### config.mk
export PLATFORM = sky130hd
export DESIGN_NAME = jtag_tap_ir
export DESIGN_NICKNAME = d
export VERILOG_FILES = /design/src/rtl/jtag_tap_ir.sv
export SDC_FILE = /design/constraint.sdc
export NUM_CORES = 1
export LEC_CHECK = 0
export CORE_AREA = 5 5 53 55
export DETAILED_ROUTE_END_ITERATION = 12
export DIE_AREA = 0 0 58 60
export SYNTH_ARGS = -nofsm -noshare
export SYNTH_HDL_FRONTEND = slang
export SYNTH_SLANG_ARGS = --single-unit
### constraint.sdc
create_clock -name TCK -period 2.5 [get_ports TCK]
set_input_delay 0.75 -clock TCK [delete_from_list [all_inputs] [get_ports TCK]]
set_output_delay 0.75 -clock TCK [all_outputs]
set_load 0.03 [all_outputs]
### src/rtl/jtag_tap_ir.sv
// IEEE 1149.1 TAP controller with instruction register, BYPASS/IDCODE and user DR selects.
// All state sits on TCK; the optional IDCODE register is built when TAP_IDCODE_EN is defined.
module jtag_tap_ir #(
  parameter int unsigned IR_WIDTH     = 4,
  parameter int unsigned NUM_DR       = 2,
  parameter int unsigned USER_BASE    = 2,
  parameter int unsigned IDCODE_OP    = 1,
  parameter logic [31:0] IDCODE_VALUE = 32'h1000_0001
) (
  input  logic                TCK,
  input  logic                Reset,
  input  logic                TMS,
  input  logic                TDI,
  input  logic [NUM_DR-1:0]   DrTdo,
  output logic                TDO,
  output logic                Enable,
  output logic                Select,
  output logic                CaptureDR,
  output logic                ShiftDR,
  output logic                ClockDR,
  output logic                UpdateDR,
  output logic                ShiftIR,
  output logic                ClockIR,
  output logic                UpdateIR,
  output logic [NUM_DR-1:0]   DrSelect,
  output logic [IR_WIDTH-1:0] Instruction
);

  typedef enum logic [3:0] {
    StTestLogicReset,
    StRunTestIdle,
    StSelectDrScan,
    StCaptureDr,
    StShiftDr,
    StExit1Dr,
    StPauseDr,
    StExit2Dr,
    StUpdateDr,
    StSelectIrScan,
    StCaptureIr,
    StShiftIr,
    StExit1Ir,
    StPauseIr,
    StExit2Ir,
    StUpdateIr
  } state_e;

`ifdef TAP_IDCODE_EN
  localparam logic [IR_WIDTH-1:0] InstrReset = IR_WIDTH'(IDCODE_OP);
`else
  localparam logic [IR_WIDTH-1:0] InstrReset = '1;
`endif
  localparam logic [IR_WIDTH-1:0] IrCapture = IR_WIDTH'(2'b01);

  state_e                state_q, state_d;
  logic [IR_WIDTH-1:0]   ir_q, ir_d;
  logic [IR_WIDTH-1:0]   instr_q, instr_d;
  logic                  bypass_q, bypass_d;
  logic                  tdo_q, tdo_d;
`ifdef TAP_IDCODE_EN
  logic [31:0]           idcode_q, idcode_d;
`endif

  logic                  sel_idcode;
  logic                  sel_bypass;
  logic [NUM_DR-1:0]     dr_select;
  logic                  dr_tdo;

  // Instruction decode; all-ones and any unrecognised opcode fall back to BYPASS.
  always_comb begin
    sel_idcode = 1'b0;
    dr_select  = '0;
    if (instr_q != '1) begin
`ifdef TAP_IDCODE_EN
      sel_idcode = (instr_q == IR_WIDTH'(IDCODE_OP));
`endif
      for (int unsigned k = 0; k < NUM_DR; k++) begin
        if (!sel_idcode && (instr_q == IR_WIDTH'(USER_BASE + k))) begin
          dr_select[k] = 1'b1;
        end
      end
    end
    sel_bypass = !sel_idcode && (dr_select == '0);
  end

`ifdef TAP_IDCODE_EN
  assign dr_tdo = (|(DrTdo & dr_select)) | (sel_bypass & bypass_q) | (sel_idcode & idcode_q[0]);
`else
  assign dr_tdo = (|(DrTdo & dr_select)) | (sel_bypass & bypass_q);
`endif

  always_comb begin
    state_d = state_q;
    unique case (state_q)
      StTestLogicReset: state_d = TMS ? StTestLogicReset : StRunTestIdle;
      StRunTestIdle:    state_d = TMS ? StSelectDrScan   : StRunTestIdle;
      StSelectDrScan:   state_d = TMS ? StSelectIrScan   : StCaptureDr;
      StCaptureDr:      state_d = TMS ? StExit1Dr        : StShiftDr;
      StShiftDr:        state_d = TMS ? StExit1Dr        : StShiftDr;
      StExit1Dr:        state_d = TMS ? StUpdateDr       : StPauseDr;
      StPauseDr:        state_d = TMS ? StExit2Dr        : StPauseDr;
      StExit2Dr:        state_d = TMS ? StUpdateDr       : StShiftDr;
      StUpdateDr:       state_d = TMS ? StSelectDrScan   : StRunTestIdle;
      StSelectIrScan:   state_d = TMS ? StTestLogicReset : StCaptureIr;
      StCaptureIr:      state_d = TMS ? StExit1Ir        : StShiftIr;
      StShiftIr:        state_d = TMS ? StExit1Ir        : StShiftIr;
      StExit1Ir:        state_d = TMS ? StUpdateIr       : StPauseIr;
      StPauseIr:        state_d = TMS ? StExit2Ir        : StPauseIr;
      StExit2Ir:        state_d = TMS ? StUpdateIr       : StShiftIr;
      StUpdateIr:       state_d = TMS ? StSelectDrScan   : StRunTestIdle;
    endcase
    if (Reset) begin
      state_d = StTestLogicReset;
    end
  end

  always_comb begin
    ir_d     = ir_q;
    instr_d  = instr_q;
    bypass_d = bypass_q;
    tdo_d    = 1'b0;
`ifdef TAP_IDCODE_EN
    idcode_d = idcode_q;
`endif
    case (state_q)
      StCaptureIr: ir_d = IrCapture;
      StShiftIr: begin
        ir_d  = {TDI, ir_q[IR_WIDTH-1:1]};
        tdo_d = ir_q[0];
      end
      StUpdateIr: instr_d = ir_q;
      StCaptureDr: begin
        if (sel_bypass) bypass_d = 1'b0;
`ifdef TAP_IDCODE_EN
        if (sel_idcode) idcode_d = IDCODE_VALUE;
`endif
      end
      StShiftDr: begin
        tdo_d = dr_tdo;
        if (sel_bypass) bypass_d = TDI;
`ifdef TAP_IDCODE_EN
        if (sel_idcode) idcode_d = {TDI, idcode_q[31:1]};
`endif
      end
      default: ;
    endcase
    // Entering Test_Logic_Reset (by Reset or by TMS) discards any partial scan.
    if (state_d == StTestLogicReset) begin
      ir_d     = '0;
      instr_d  = InstrReset;
      bypass_d = 1'b0;
      tdo_d    = 1'b0;
`ifdef TAP_IDCODE_EN
      idcode_d = IDCODE_VALUE;
`endif
    end
  end

  always_ff @(posedge TCK) begin
    if (Reset) begin
      state_q  <= StTestLogicReset;
      ir_q     <= '0;
      instr_q  <= InstrReset;
      bypass_q <= 1'b0;
      tdo_q    <= 1'b0;
`ifdef TAP_IDCODE_EN
      idcode_q <= IDCODE_VALUE;
`endif
    end else begin
      state_q  <= state_d;
      ir_q     <= ir_d;
      instr_q  <= instr_d;
      bypass_q <= bypass_d;
      tdo_q    <= tdo_d;
`ifdef TAP_IDCODE_EN
      idcode_q <= idcode_d;
`endif
    end
  end

  always_comb begin
    CaptureDR = (state_q == StCaptureDr);
    ShiftDR   = (state_q == StShiftDr);
    UpdateDR  = (state_q == StUpdateDr);
    ClockDR   = (state_q == StCaptureDr) || (state_q == StShiftDr);
    ShiftIR   = (state_q == StShiftIr);
    UpdateIR  = (state_q == StUpdateIr);
    ClockIR   = (state_q == StCaptureIr) || (state_q == StShiftIr);
    Enable    = (state_q == StShiftDr) || (state_q == StShiftIr);
    Select    = 1'b0;
    case (state_q)
      StTestLogicReset, StSelectIrScan, StCaptureIr, StShiftIr,
      StExit1Ir, StPauseIr, StExit2Ir, StUpdateIr: Select = 1'b1;
      default: ;
    endcase
  end

  assign TDO         = tdo_q;
  assign DrSelect    = dr_select;
  assign Instruction = instr_q;

endmodule

* After elaboration in Yosys (flattened, before gate mapping)
Cells that the tools add are included.
** Operators by class
- Equal/unequal tests :: 20
- Muxes and demuxes :: 23
- Bitwise logic cells :: 3
- Reductions and logical operators :: 15
** Operators by type and width (number)
- 4-bit one-hot mux with 12 select lines :: 1
- 4-bit equality test, second input constant :: 8
- 4-bit two-way mux :: 5
- 4-bit by 2-bit equality test with 1-bit output, second input constant :: 4
- 4-bit by 3-bit equality test with 1-bit output, second input constant :: 4
- 4-bit logical NOT :: 2
- 1-bit two-way mux :: 8
- 2-bit two-way mux :: 4
- 4-bit one-hot mux with 2 select lines :: 1
- 2-bit OR reduction :: 4
- 8-bit OR reduction :: 1
- 3-bit two-way mux :: 2
- 4-bit by 1-bit equality test with 1-bit output, second input constant :: 1
- 2-bit by 1-bit inequality test with 1-bit output, second input constant :: 2
- 4-bit inequality test, second input constant :: 1
- 1-bit one-hot mux with 2 select lines :: 2
- 2-bit nonzero test :: 2
- 1-bit logical OR :: 3
- 3-bit AND reduction :: 1
- 3-bit OR reduction :: 1
- 2-bit bitwise AND :: 1
- 2-bit logical NOT :: 1
- 1-bit bitwise AND :: 1
- 1-bit bitwise OR :: 1
** Word-level totals
- Flip-flop bits (word level) :: 14
- Input port bits :: 6
- Output and inout port bits :: 16
- Logic and storage cells :: 66

* Depth between registers and ports, before layout
Gate-level depths: netlist of the first run.
- Depth after elaboration :: 7
- Depth in mapped cells :: 5
- Gate-level depth less buffers :: 4

* Worst setup path before layout of the first run
OpenSTA, ideal clock, no wires.
- Path kind :: reg-to-output
- Start :: register state_q[3]
- End :: output port UpdateDR
- Arrival :: 1.658 ns
- Required time :: 1.750 ns
- Path slack :: 0.092 ns
- Cell stages (with the launch flop) :: 4
- Buffers on the path :: 2
- Cell sequence :: dfxtp_1 buf_4 buf_2 nor4b_1
** On the way
- Longest elaborated chain between the ends :: 1
** RTL lines
- start, declared :: line 55 : state_e state_q, state_d;
- start signal, assigned :: line 161 : state_q <= StTestLogicReset;
- start signal, assigned :: line 170 : state_q <= state_d;
- 4-bit equality test :: line 184 : UpdateDR = (state_q == StUpdateDr);
- end, declared :: line 21 : output logic UpdateDR,
Every way passes these cells.

* Final worst setup path of the first run
- Start :: register state_q[3]
- End :: output port Enable
** On the way
- Longest elaborated chain between the ends :: 2
- Elaborated cells on any way between the ends :: 3
- Those cells by class :: 2 x eq/ne; 1 x reduce/logical
** RTL lines
- 4-bit by 3-bit equality test with 1-bit output / 4-bit equality test (equally long branches) :: line 189 : Enable = (state_q == StShiftDr) || (state_q == StShiftIr);
- 1-bit logical OR * :: line 189
- end, declared :: line 16 : output logic Enable,
Every way passes the cells marked *; elsewhere a longest branch is shown, timed or not.

==> impl_metrics.tcl, run 1 <==
set metrics [dict create \
    status "finished clean" \
    ys.warnings.count 0 \
    syn-cell-area_sq_um 851 \
    viasPerCell 5.25 \
    drive_gt1_share_pct 20.0 \
    cpMostUsedCell "buf_4" \
    grt_remaining_overflow 0 \
    io_buffers 21 \
    synth_top_cell_area_share_pct 32.9 \
    fin_worst_skew_ns 0.00310 \
    critical_path_buf_inv_count 2 \
    dp.cells 156 \
    drt_iter0_drc 6 \
    routed_wl_mm 2.04 \
    utilization_pct 48.8 \
    period_share_pct 96.7 \
    yosysUniqueCellTypes 39 \
    required_ns 1.75 \
    yosys.area.top_type "dfxtp_1" \
    power_leakage_nw 0.514 \
    rows 18 \
    path_clk_slew_ns 0.08 \
    dr_total_vias 840 \
    slew_viol_final 0 \
    path_class "reg -> out" \
    syn_area_per_cell_sq_um 8.10 \
    fp.dieH_um 60 \
    synth_area_leaders "dfxtp_1 (33%), mux2i_1 (5.9%), nand2_1 (5.3%)" \
    fin_nets 137 \
    synth_edf_count 0 \
    cts_max_path_buffers 2 \
    num_antenna_cells 0 \
    drc 0 \
    post-dp-hpwl_mm 1.59 \
    layout.cells.most_common "buf_4" \
    dp_slack_ns 0.187 \
    clock_latency_ns 0.27 \
    hold_viol_final 0 \
    critical-path-top-delay-family "simple AND/OR/NAND/NOR gates" \
    path_cells "buf_4, or4b_4, o21ai_2, buf_4" \
    path_max_fanout 8 \
    synthCells 105 \
    io_pins 22 \
    fmax_mhz 414 \
    synth-seq-cells 14 \
    design.die.area_sq_um 3480 \
    setup_tns_ns 0 \
    die_x_um 58 \
    coreArea_sq_um 2340 \
    synthArstFlopShare_pct 0 \
    synthFlopType "dfxtp_1" \
    setup_slack_ns 0.0827 \
    seq_area_frac_synth_pct 32.9 \
    stdcell_count 160 \
    cap_violations 0 \
    grt_max_degree 17 \
    drtPass1Iterations 4 \
    end_kind "output pin" \
    critPathSlowestCell "or4b_4" \
    cts_buffers 3 \
    finalCriticalPeriod_ns 2.42 \
    grt_usage_pct 13.1 \
    hold_buffers 0 \
    root_buffer "clkbuf_4" \
    grt_first_pass_wirelength_mm 3.52 \
    start_kind "flop" \
    cts_tree "done" \
    critPathMaxStageDelay_ns 0.59 \
    syn-num-nets 111 \
    grt_pass1_vias 803 \
    antenna_found_initial 0 \
    syn2layout_area_growth_pct 34.3 \
    slew_headroom_pct 64.1 \
    hold_path_class "reg -> reg" \
    final_antenna_net_count 0 \
    power_density_nw_per_um2 463 \
    worstPathArrival_ns 1.67 \
    setup_viol 0 \
    rsz0062_at_grt "no" \
    final_cell_mix "buf_4 (13), nand2_1 (12), clkdlybuf4s50_1 (11)" \
    wl_per_cell_um 12.7 \
    ir_worst_vdd_mv 0.336 \
    tightest_slew_ns 0.537 \
    gp_congestion 0.793 \
    cts_max_level 1 \
    cts_sinks 14 \
    start_util_pct 36.3 \
]
==> flip-flops by register name, indices dropped and copies added, names as in the netlist <==
signal	cells
ir_q	4
bypass_q	1
TDO	1
state_q	4
Instruction	4
==> cells by family (layout without fill, tap and decap cells) <==
logic type      count (synthesis)  in the layout  synth area share (%)
flops                          14             14                  32.9
buf+inv                        17             42                  10.4
simple gates                   41             41                  27.8
compound gates                 25             25                  19.9
mux                             5              5                  5.88
xor+xnor                        3              3                  3.09
==> power by group <==
group	leakage, nW	total [mW]	internal (mW)	switching, mW
Combinational	0.377	0.126	0.0552	0.0706
Clock	0.0210	0.159	0.0885	0.0708
Sequential	0.115	0.244	0.230	0.0141
==> worst reg2reg max path, cell delays in order (launching register included) <==
cell      delay (ns)
dfxtp_4         0.38
buf_4           0.16
or4b_4          0.59
clkinv_2        0.07
nand3_1         0.08
o22ai_1         0.16
==> path summary, 6_finish.rpt <==
kind	from	slack, ns	to	cells after the start
hold reg to reg	ir_q[1]$_SDFFE_PP0P_	0.46	ir_q[1]$_SDFFE_PP0P_	2
setup reg to reg	state_q[3]$_SDFF_PP0_	0.99	bypass_q$_SDFFE_PP0P_	5
hold / removal	ir_q[1]$_SDFFE_PP0P_	0.46	ir_q[1]$_SDFFE_PP0P_	2
setup / recovery	state_q[3]$_SDFF_PP0_	0.08	Enable	4
==> through the flow <==
step           hold slack, ns  power, mW  area (sq um)
2_1_floorplan           0.431      0.338           851
3_3_place_gp            0.445      0.375          1100
3_5_place_dp            0.453      0.377          1100
4_1_cts                 0.466      0.539          1130
5_1_grt                 0.485      0.562          1140
6_report                0.460      0.529          1140
==> repair_timing <==
action,CTS,global route
cloned,0,0
pin swaps,0,0
setup endpoints to repair,8,3
buffers inserted,0,0
resized for setup,7,6
==> metal layers <==
layer  vias up  track usage, %  share of wire (%)
li1        430               -                  -
met3         2            3.02                4.6
met4         0            6.29               0.59
met2        15            23.4                 51
met5         -               0                  0
met1       393            14.8                 43
==> cells in the mapped netlist (all sizes together), types with 2 or more instances <==
cell type   n
dfxtp      14
nand2      12
buf         9
a21oi       7
inv         7
mux2i       5
nand3       5
nor2        5
nand2b      4
nor4b       3
o21ai       3
a2111oi     2
a31oi       2
and2        2
nor3b       2
o22ai       2
xor2        2
==> cell type report <==
type	instances	area, sq um
Fill cell	265	1200
Inverter	8	31.3
Clock buffer	4	36.3
Multi-Input combinational cell	74	485
Timing Repair Buffer	30	264
Sequential cell	14	288
Tap cell	30	37.5
(Power assumes the default switching activity.)
==> run 2: changes to the inputs <==
--- a/config.mk
+++ b/config.mk
@@ -5,9 +5,12 @@
 export SDC_FILE = /design/constraint.sdc
 export NUM_CORES = 1
 export LEC_CHECK = 0
-export CORE_AREA = 5 5 53 55
+export CELL_PAD_IN_SITES_DETAIL_PLACEMENT = 1
+export CELL_PAD_IN_SITES_GLOBAL_PLACEMENT = 1
+export CORE_AREA = 5 5 54 56
 export DETAILED_ROUTE_END_ITERATION = 12
-export DIE_AREA = 0 0 58 60
+export DIE_AREA = 0 0 59 61
+export PLACE_DENSITY_LB_ADDON = 0.1
 export SYNTH_ARGS = -nofsm -noshare
 export SYNTH_HDL_FRONTEND = slang
 export SYNTH_SLANG_ARGS = --single-unit
==> run 2 against run 1 <==
Effect of this change:
- clock power grew 11%
- count of clock-buffer cells in the layout did not move
- first-iteration DRC count grew to 4.8 times the previous value
- total power rose by 6.0%
- critical endpoint unchanged
- largest cell class unchanged
- largest power group unchanged
==> impl_metrics.tcl, run 2 (synthesized netlist as in run 1, its figures left out) <==
set metrics [dict create \
    power_density_nw_per_um2 486 \
    fp.dieH_um 61 \
    antenna_found_initial 0 \
    drive_gt1_share_pct 22.0 \
    fin_nets 139 \
    finalCriticalPeriod_ns 2.43 \
    required_ns 1.75 \
    grt_remaining_overflow 0 \
    cts_sinks 14 \
    layout.cells.most_common "buf_4" \
    min_to "ir_q[1]$_SDFFE_PP0P_" \
    wl_per_cell_um 14.6 \
    root_buffer "clkbuf_4" \
    io_buffers 21 \
    end_kind "output pin" \
    gp_congestion 0.738 \
    regToRegEndpoint "bypass_q$_SDFFE_PP0P_" \
    setup_viol 0 \
    drt_iter0_drc 29 \
    post-dp-hpwl_mm 1.74 \
    regToRegSetupSlack_ns 1.01 \
    start_kind "flop" \
    dp.cells 153 \
    path_class "reg -> out" \
    dr_total_vias 853 \
    drtPass1Iterations 4 \
    rsz0062_at_grt "no" \
    worstPathArrival_ns 1.68 \
    path_clk_slew_ns 0.10 \
    design.die.area_sq_um 3600 \
    drc 0 \
    path_max_fanout 11 \
    min_path_cells 2 \
    cts_buffers 3 \
    period_share_pct 97.1 \
    cts_max_path_buffers 2 \
    tightest_slew_ns 0.515 \
    rows 18 \
    clock_latency_ns 0.30 \
    cts_tree "done" \
    grt_first_pass_wirelength_mm 4.07 \
    io_pins 22 \
    start_util_pct 35.6 \
    stdcell_count 162 \
    routed_wl_mm 2.37 \
    ir_worst_vdd_mv 0.280 \
    grt_pass1_vias 857 \
    setup_slack_ns 0.0720 \
    syn2layout_area_growth_pct 35.6 \
    fin_worst_skew_ns 0.00601 \
    status "finished clean" \
    fmax_mhz 412 \
    coreArea_sq_um 2390 \
    dp_slack_ns 0.163 \
    cap_violations 0 \
    grt_usage_pct 15.0 \
    power_uw 561 \
    final_antenna_net_count 0 \
    die_x_um 59 \
    slew_headroom_pct 65.5 \
    hold_buffers 0 \
    timing.rr.start "state_q[0]$_SDFF_PP0_" \
    final_cell_mix "buf_4 (16), nand2_1 (12), dfxtp_1 (10), clkdlybuf4s50_1 (10)" \
    min-delay-start "ir_q[1]$_SDFFE_PP0P_" \
    num_antenna_cells 0 \
    hold_viol_final 0 \
    hold_path_class "reg -> reg" \
    grt_max_degree 17 \
    cts_max_level 1 \
    setup_tns_ns 0 \
    viasPerCell 5.27 \
    r2r.worst_path.cells 4 \
    slew_viol_final 0 \
    power_leakage_nw 0.513 \
]
-- run 2: cell count changes in the layout (fill, tap and decap cells not counted), sizes merged --
cell           previous run  this run
dlygate4sd2               5         6
clkdlybuf4s50            11        10
dlymetal6s2s              1         0
buf                      13        16
-- run 2: worst max path at each step --
stage | from | to | slack (ns) | cells after the start
2_1_floorplan | state_q[3]$_SDFF_PP0_ | UpdateDR | 0.09 | 3
5_1_grt | state_q[0]$_SDFF_PP0_ | Enable | 0.0001 | 4
3_5_place_dp | Instruction[2]$_SDFFE_PP1P_ | DrSelect[0] | 0.16 | 3
6_report | state_q[0]$_SDFF_PP0_ | Enable | 0.07 | 4
3_3_place_gp | Instruction[1]$_SDFFE_PP1P_ | DrSelect[0] | 0.19 | 3
4_1_cts | state_q[1]$_SDFF_PP0_ | Enable | 0.008 | 4
-- run 2: where the power goes --
part	switching, mW	internal, mW
Clock	0.0885	0.0890
Sequential	0.0137	0.230
Combinational	0.0776	0.0616
-- run 2: repair_timing --
action | CTS | global route
resized for setup | 10 | 4
endpoints found under the setup margin | 9 | 1
gates cloned | 0 | 0
setup buffers | 0 | 5
pin swaps | 0 | 1
-- run 2: per-layer routing --
layer	global-route usage [%]	vias to the layer above	wire length, um
li1	-	429	-
met1	18.3	403	1100
met2	24.8	18	1110
met3	3.19	3	119
met4	7.77	0	36
met5	0	-	0
-- run 2: layout make-up --
cell class                      count  area (sq um)
Fill cell                         305          1230
Multi-Input combinational cell     74           485
Sequential cell                    14           290
Timing Repair Buffer               32           273
Tap cell                           30          37.5
Clock buffer                        4          36.3
Inverter                            8          31.3
-- run 2: critical path, stage by stage (launching register included) --
cell and delay [ns]:
dfxtp_4 0.39, buf_4 0.18, or4b_4 0.57, o21ai_2 0.08
buf_4 0.16
-- run 2: stage by stage --
stage                     hold WS [ns]  cell area (sq um)  utilization [%]
final                            0.488               1150             48.3
after detailed placement         0.478               1070             45.0
after floorplan                  0.431                851                -
after global placement           0.452               1070             45.0
after CTS                        0.491               1110             46.4
after global routing             0.507               1150             48.3
